$ cat config.mk
export PLATFORM = sky130hd
export DESIGN_NAME = fifo_n_deep_flat
export DESIGN_NICKNAME = d
export VERILOG_FILES = /design/src/rtl/fifo_pkg.sv /design/src/rtl/fifo_n_deep_if.sv /design/src/rtl/fifo_n_deep_mem.sv /design/src/rtl/fifo_n_deep.sv /design/src/flat_wrapper.sv
export SDC_FILE = /design/constraint.sdc
export NUM_CORES = 1
export LEC_CHECK = 0
export CAP_MARGIN = 20
export CORE_UTILIZATION = 45
export CTS_CLUSTER_SIZE = 40
export DETAILED_ROUTE_END_ITERATION = 12
export GPL_TIMING_DRIVEN = 0
export MAX_ROUTING_LAYER = met4
export PLACE_DENSITY = 0.77
export SLEW_MARGIN = 20
export SYNTH_ARGS = -nofsm -noshare
export SYNTH_HDL_FRONTEND = slang
export SYNTH_SLANG_ARGS = --single-unit
$ cat constraint.sdc
create_clock -name CLK -period 2.1 [get_ports CLK]
set_clock_uncertainty 0.05 [all_clocks]
set_input_delay 0.21 -clock CLK [delete_from_list [all_inputs] [get_ports CLK]]
set_output_delay 0.21 -clock CLK [all_outputs]
set_load 0.005 [all_outputs]
$ cat src/rtl/fifo_pkg.sv
// Shared helpers for the N-deep FIFO: derived widths and wrap-around pointer increment.
package fifo_pkg;

  localparam int unsigned DEFAULT_WIDTH = 32;
  localparam int unsigned DEFAULT_DEPTH = 4;

  // Occupancy counter width: must represent 0..depth inclusive.
  function automatic int unsigned cnt_width(input int unsigned depth);
    return $clog2(depth + 1);
  endfunction

  // Pointer width: indexes 0..depth-1, never narrower than one bit.
  function automatic int unsigned ptr_width(input int unsigned depth);
    return (depth < 2) ? 1 : $clog2(depth);
  endfunction

  // Wrap at depth-1 rather than at a power of two so any depth works.
  function automatic int unsigned ptr_inc(input int unsigned ptr, input int unsigned depth);
    return (ptr == depth - 1) ? 0 : ptr + 1;
  endfunction

endpackage

$ cat src/rtl/fifo_n_deep_if.sv
// Guarded-method bundle for fifo_n_deep: enq/deq/first with __ENA/__RDY plus occupancy.
interface fifo_n_deep_if #(
  parameter int unsigned WIDTH = 32,
  parameter int unsigned DEPTH = 4
);
  import fifo_pkg::*;

  localparam int unsigned CW = cnt_width(DEPTH);

  logic             enq__ENA;
  logic [WIDTH-1:0] enq_v;
  logic             enq__RDY;
  logic             deq__ENA;
  logic             deq__RDY;
  logic [WIDTH-1:0] first;
  logic             first__RDY;
  logic [CW-1:0]    count;

  // Producer/consumer side.
  modport master (
    output enq__ENA, enq_v, deq__ENA,
    input  enq__RDY, deq__RDY, first, first__RDY, count
  );

  // FIFO side.
  modport slave (
    input  enq__ENA, enq_v, deq__ENA,
    output enq__RDY, deq__RDY, first, first__RDY, count
  );

endinterface

$ cat src/rtl/fifo_n_deep_mem.sv
// WIDTH x DEPTH register file: one synchronous write port, one combinational read port, no reset.
module fifo_n_deep_mem
  import fifo_pkg::*;
#(
  parameter int unsigned WIDTH = DEFAULT_WIDTH,
  parameter int unsigned DEPTH = DEFAULT_DEPTH
) (
  input  logic                          clk_i,
  input  logic                          we_i,
  input  logic [ptr_width(DEPTH)-1:0]   waddr_i,
  input  logic [WIDTH-1:0]              wdata_i,
  input  logic [ptr_width(DEPTH)-1:0]   raddr_i,
  output logic [WIDTH-1:0]              rdata_o
);

  logic [WIDTH-1:0] mem_q [DEPTH];

  // Storage holds stale data across reset; the pointers define validity.
  always_ff @(posedge clk_i) begin
    if (we_i) begin
      mem_q[waddr_i] <= wdata_i;
    end
  end

  assign rdata_o = mem_q[raddr_i];

endmodule

$ cat src/rtl/fifo_n_deep.sv
// fifo_n_deep: WIDTH x DEPTH guarded FIFO with occupancy count and concurrent enq/deq.
// Define FIFO_PIPE_EN to let a full FIFO accept enq in the same cycle as a deq.
module fifo_n_deep
  import fifo_pkg::*;
#(
  parameter int unsigned WIDTH = DEFAULT_WIDTH,
  parameter int unsigned DEPTH = DEFAULT_DEPTH
) (
  input  logic         CLK,
  input  logic         nRST,
  fifo_n_deep_if.slave io
);

  localparam int unsigned CW = cnt_width(DEPTH);
  localparam int unsigned PW = ptr_width(DEPTH);

  logic [PW-1:0]    rp_q, rp_d;
  logic [PW-1:0]    wp_q, wp_d;
  logic [CW-1:0]    cnt_q, cnt_d;
  logic             not_empty, not_full;
  logic             enq_rdy, deq_rdy;
  logic             enq_e, deq_e;
  logic [WIDTH-1:0] rdata;

  // Guards derive from occupancy; pipe mode also lets a concurrent deq free a slot.
  always_comb begin
    not_empty = (cnt_q != '0);
    not_full  = (cnt_q != CW'(DEPTH));
    deq_rdy   = not_empty;
`ifdef FIFO_PIPE_EN
    enq_rdy   = not_full | io.deq__ENA;
`else
    enq_rdy   = not_full;
`endif
    enq_e     = io.enq__ENA & enq_rdy;
    deq_e     = io.deq__ENA & deq_rdy;
  end

  // Pointer and occupancy next state.
  always_comb begin
    rp_d  = rp_q;
    wp_d  = wp_q;
    cnt_d = cnt_q;
    if (enq_e) begin
      wp_d = PW'(ptr_inc(32'(wp_q), DEPTH));
    end
    if (deq_e) begin
      rp_d = PW'(ptr_inc(32'(rp_q), DEPTH));
    end
    unique case ({enq_e, deq_e})
      2'b10:   cnt_d = cnt_q + CW'(1);
      2'b01:   cnt_d = cnt_q - CW'(1);
      default: cnt_d = cnt_q;
    endcase
  end

  always_ff @(posedge CLK) begin
    if (!nRST) begin
      rp_q  <= '0;
      wp_q  <= '0;
      cnt_q <= '0;
    end else begin
      rp_q  <= rp_d;
      wp_q  <= wp_d;
      cnt_q <= cnt_d;
    end
  end

  fifo_n_deep_mem #(
    .WIDTH (WIDTH),
    .DEPTH (DEPTH)
  ) u_mem (
    .clk_i   (CLK),
    .we_i    (enq_e),
    .waddr_i (wp_q),
    .wdata_i (io.enq_v),
    .raddr_i (rp_q),
    .rdata_o (rdata)
  );

  // Head is read straight from storage; no bypass from enq_v.
  assign io.first      = rdata;
  assign io.first__RDY = deq_rdy;
  assign io.deq__RDY   = deq_rdy;
  assign io.enq__RDY   = enq_rdy;
  assign io.count      = cnt_q;

endmodule

$ cat src/flat_wrapper.sv
// flat-port wrapper written by rule: the top's interface ports become plain ports
module fifo_n_deep_flat import fifo_pkg::*;
#(
  parameter int unsigned WIDTH = DEFAULT_WIDTH,
  parameter int unsigned DEPTH = DEFAULT_DEPTH
)
  (CLK, nRST, io_enq__ENA, io_enq_v, io_deq__ENA, io_enq__RDY, io_deq__RDY, io_first, io_first__RDY, io_count);
  fifo_n_deep_if #(.WIDTH(WIDTH), .DEPTH(DEPTH)) io_i ();
  input  logic CLK;
  input  logic nRST;
  input wire logic [$bits(io_i.enq__ENA)-1:0] io_enq__ENA;
  input wire logic [$bits(io_i.enq_v)-1:0] io_enq_v;
  input wire logic [$bits(io_i.deq__ENA)-1:0] io_deq__ENA;
  output wire logic [$bits(io_i.enq__RDY)-1:0] io_enq__RDY;
  output wire logic [$bits(io_i.deq__RDY)-1:0] io_deq__RDY;
  output wire logic [$bits(io_i.first)-1:0] io_first;
  output wire logic [$bits(io_i.first__RDY)-1:0] io_first__RDY;
  output wire logic [$bits(io_i.count)-1:0] io_count;
  assign io_i.enq__ENA = io_enq__ENA;
  assign io_i.enq_v = io_enq_v;
  assign io_i.deq__ENA = io_deq__ENA;
  assign io_enq__RDY = io_i.enq__RDY;
  assign io_deq__RDY = io_i.deq__RDY;
  assign io_first = io_i.first;
  assign io_first__RDY = io_i.first__RDY;
  assign io_count = io_i.count;
  fifo_n_deep #(.WIDTH(WIDTH), .DEPTH(DEPTH)) u_core (.CLK(CLK), .nRST(nRST), .io(io_i));
endmodule
==> results.json <==
{
  "holdPathEnd": "u_core.u_mem.mem_q[1][28]",
  "setup_viol": 1,
  "synth.net_count": 267,
  "clock-root-buffer": "clkbuf_16",
  "drc": 0,
  "io_pins": 74,
  "setup_ws_ns": -0.0891,
  "routed_wl_um": 8880,
  "critPathCaptureType": "flop",
  "r2r_cells": 9,
  "reg2reg_to": "u_core.io.count[2]",
  "syn-cell-area_mm2": 0.00511,
  "syn_inst": 224,
  "cts_num_sinks": 137,
  "h-tree-depth": 4,
  "start_util_pct": 46.8,
  "drv_cap": 0,
  "finalHoldViolCount": 0,
  "max_freq_ghz": 0.457,
  "path_clk_slew_ns": 0.06,
  "hp-class": "primary input to flop",
  "clk_latency_ns": 0.39,
  "drive_gt1_share_pct": 36.1,
  "r2r_start": "u_core.io.count[0]",
  "finalCritPeriodShare_pct": 104,
  "viasPerCell": 5.17,
  "hp-start": "io_enq_v[28]",
  "power_mw": 8.39,
  "violations": "negative setup slack",
  "critical_path_class": "flop to flop",
  "cp_max_fo": 2,
  "die_h_um": 109,
  "power.leakage_nw": 2.31,
  "final_nets": 372,
  "cp-start-kind": "flop",
  "cts_buffer_depth": 2,
  "rsz0062_at_grt": "true",
  "worst_pin_slew_ns": 0.865,
  "row_count": 38,
  "ys_seq_area_share_pct": 78.7,
  "num_antenna_cells": 0,
  "r2r_slack_ns": -0.09,
  "fin_crit_ns": 2.19,
  "cts_buffers": 17,
  "ant_nets": 0,
  "track_usage_pct": 17.3,
  "design.die.area_mm2": 0.0118,
  "worstHoldPathCells": 1,
  "overflow": 0,
  "drt_iter0_drc": 71,
  "final_util_pct": 62.0,
  "synth_area_per_cell_um2": 22.8,
  "grt_max_degree": 33,
  "num_vias": 2486,
  "ys_types": 29,
  "hpwl_um": 5170,
  "holdBufCountCts": 0,
  "die_w_um": 109,
  "required_ns": 2.37,
  "grt_pass1_wl_um": 13900,
  "p_per_area_mw_per_mm2": 1240,
  "cts_tree": "built",
  "yosys_register_bits": 137,
  "antenna_found_initial": 0,
  "drv_slew": 0,
  "critPathArrivalTime_ns": 2.46,
  "gp_congestion": 0.644,
  "layout_common_cells": "edfxtp_1 (128), clkdlybuf4s50_1 (39), mux4_2 (32)",
  "io_buffers": 73,
  "preCtsSetupSlack_ns": -0.237,
  "final_common_cell": "edfxtp_1",
  "firstDrtPassIters": 4,
  "hold_ws_ns": 0.397,
  "ir_drop_uv": 636,
  "status": "complete, but fails checks",
  "areaGrowthSynthToFinish_pct": 32.5,
  "coreArea_mm2": 0.0109,
  "drt-wirelength-per-cell_um": 18.5,
  "yosysWarningCount": 0,
  "max_slew_margin_pct": 42.3,
  "grt_pass1_vias": 2690
}
-- registers in the layout, summed over array words and instances, names as in the netlist, named ones only --
register and flops:
u_core.io.count 3, u_core.rp_q 2, u_core.wp_q 2, u_core.u_mem.mem_q 128
-- worst max path at each step --
| stage | from | endpoint | cells past startpoint |
|---|---|---|---|
| after CTS | u_core.io.count[0] | u_core.io.count[2] | 9 |
| after global routing | u_core.io.count[0] | u_core.io.count[2] | 9 |
| final | u_core.io.count[0] | u_core.io.count[2] | 9 |
| after floorplan | u_core.io.count[1] | u_core.io.count[2] | 10 |
| after detailed placement | u_core.io.count[1] | u_core.io.count[2] | 10 |
| after global placement | io_enq__ENA | u_core.u_mem.mem_q[1][4] | 2 |
-- stage by stage --
| stage | std cells | TNS (ns) | cell area (um2) |
|---|---|---|---|
| final | 481 | -0.0891 | 6780 |
| after global routing | 481 | -0.204 | 6780 |
| after CTS | 481 | -0.287 | 6850 |
| after detailed placement | 438 | -1.05 | 6060 |
| after global placement | 437 | -18.61 | 6030 |
| after floorplan | 224 | -0.129 | 5120 |
-- worst max-delay path: stages, from the launching register on --
cell and delay (ns):
dfxtp_4 0.34, or3b_4 0.39, and2_4 0.17, inv_2 0.06
ha_4 0.14, inv_2 0.04, fa_2 0.33, xor2_1 0.16
or3_1 0.31, a21boi_1 0.13
-- cells in the mapped netlist (all sizes together) --
master	number	area share [%]
edfxtp	128	75
mux4	32	14
buf	9	1.1
dfxtp	9	3.5
inv	7	0.51
ha	6	1.5
nand2	6	0.44
o21ai	5	0.49
and3	4	0.56
and2	3	0.42
nand3	2	0.20
nor2	2	0.15
or3	2	0.27
a21boi	1	0.15
clkbuf	1	0.073
fa	1	0.39
mux2i	1	0.20
nand4	1	0.12
o31ai	1	0.15
or3b	1	0.17
xnor2	1	0.17
xor2	1	0.17
-- power by group --
group | switching [mW] | internal, mW | leakage [nW]
Combinational | 0.866 | 1.30 | 0.793
Clock | 1.08 | 1.75 | 0.265
Sequential | 0.0837 | 3.31 | 1.25
Total | 2.03 | 6.36 | 2.31
-- final cells by class --
type	instances	area, um2
multi-input cells	70	1030
flip-flops and latches	137	4030
repair buffers	87	825
plain buffers	9	106
clock buffers	18	429
clock inverters	13	146
well taps	140	175
fillers	804	4160
inverters	7	26.3
-- what timing repair did --
| action | 4_1_cts | 5_1_grt |
|---|---|---|
| buffers inserted | 10 | 0 |
| endpoints found under the setup margin | 34 | 32 |
| resized for setup | 82 | 28 |
| gates cloned | 3 | 0 |
| endpoints found under the hold margin | 0 | 0 |
| pin swaps | 2 | 1 |
-- cell families after synthesis --
logic type	synth area share [%]
adder cells (fa/ha/maj)	1.86
flip-flops	78.7
AND/OR/NAND/NOR	2.32
AO/OA/AOI/OAI	0.783
XOR/XNOR	0.343
multiplexers	14.3
buffers and inverters	1.71
-- per-layer routing --
layer	global-route usage, %	wire, um	up-vias
met5	-	0	-
met4	6.66	57	0
met3	4.64	378	4
met2	27.8	4720	72
met1	21.0	3730	1272
li1	-	-	1138
No activity file was read; power rests on OpenSTA's default activity.
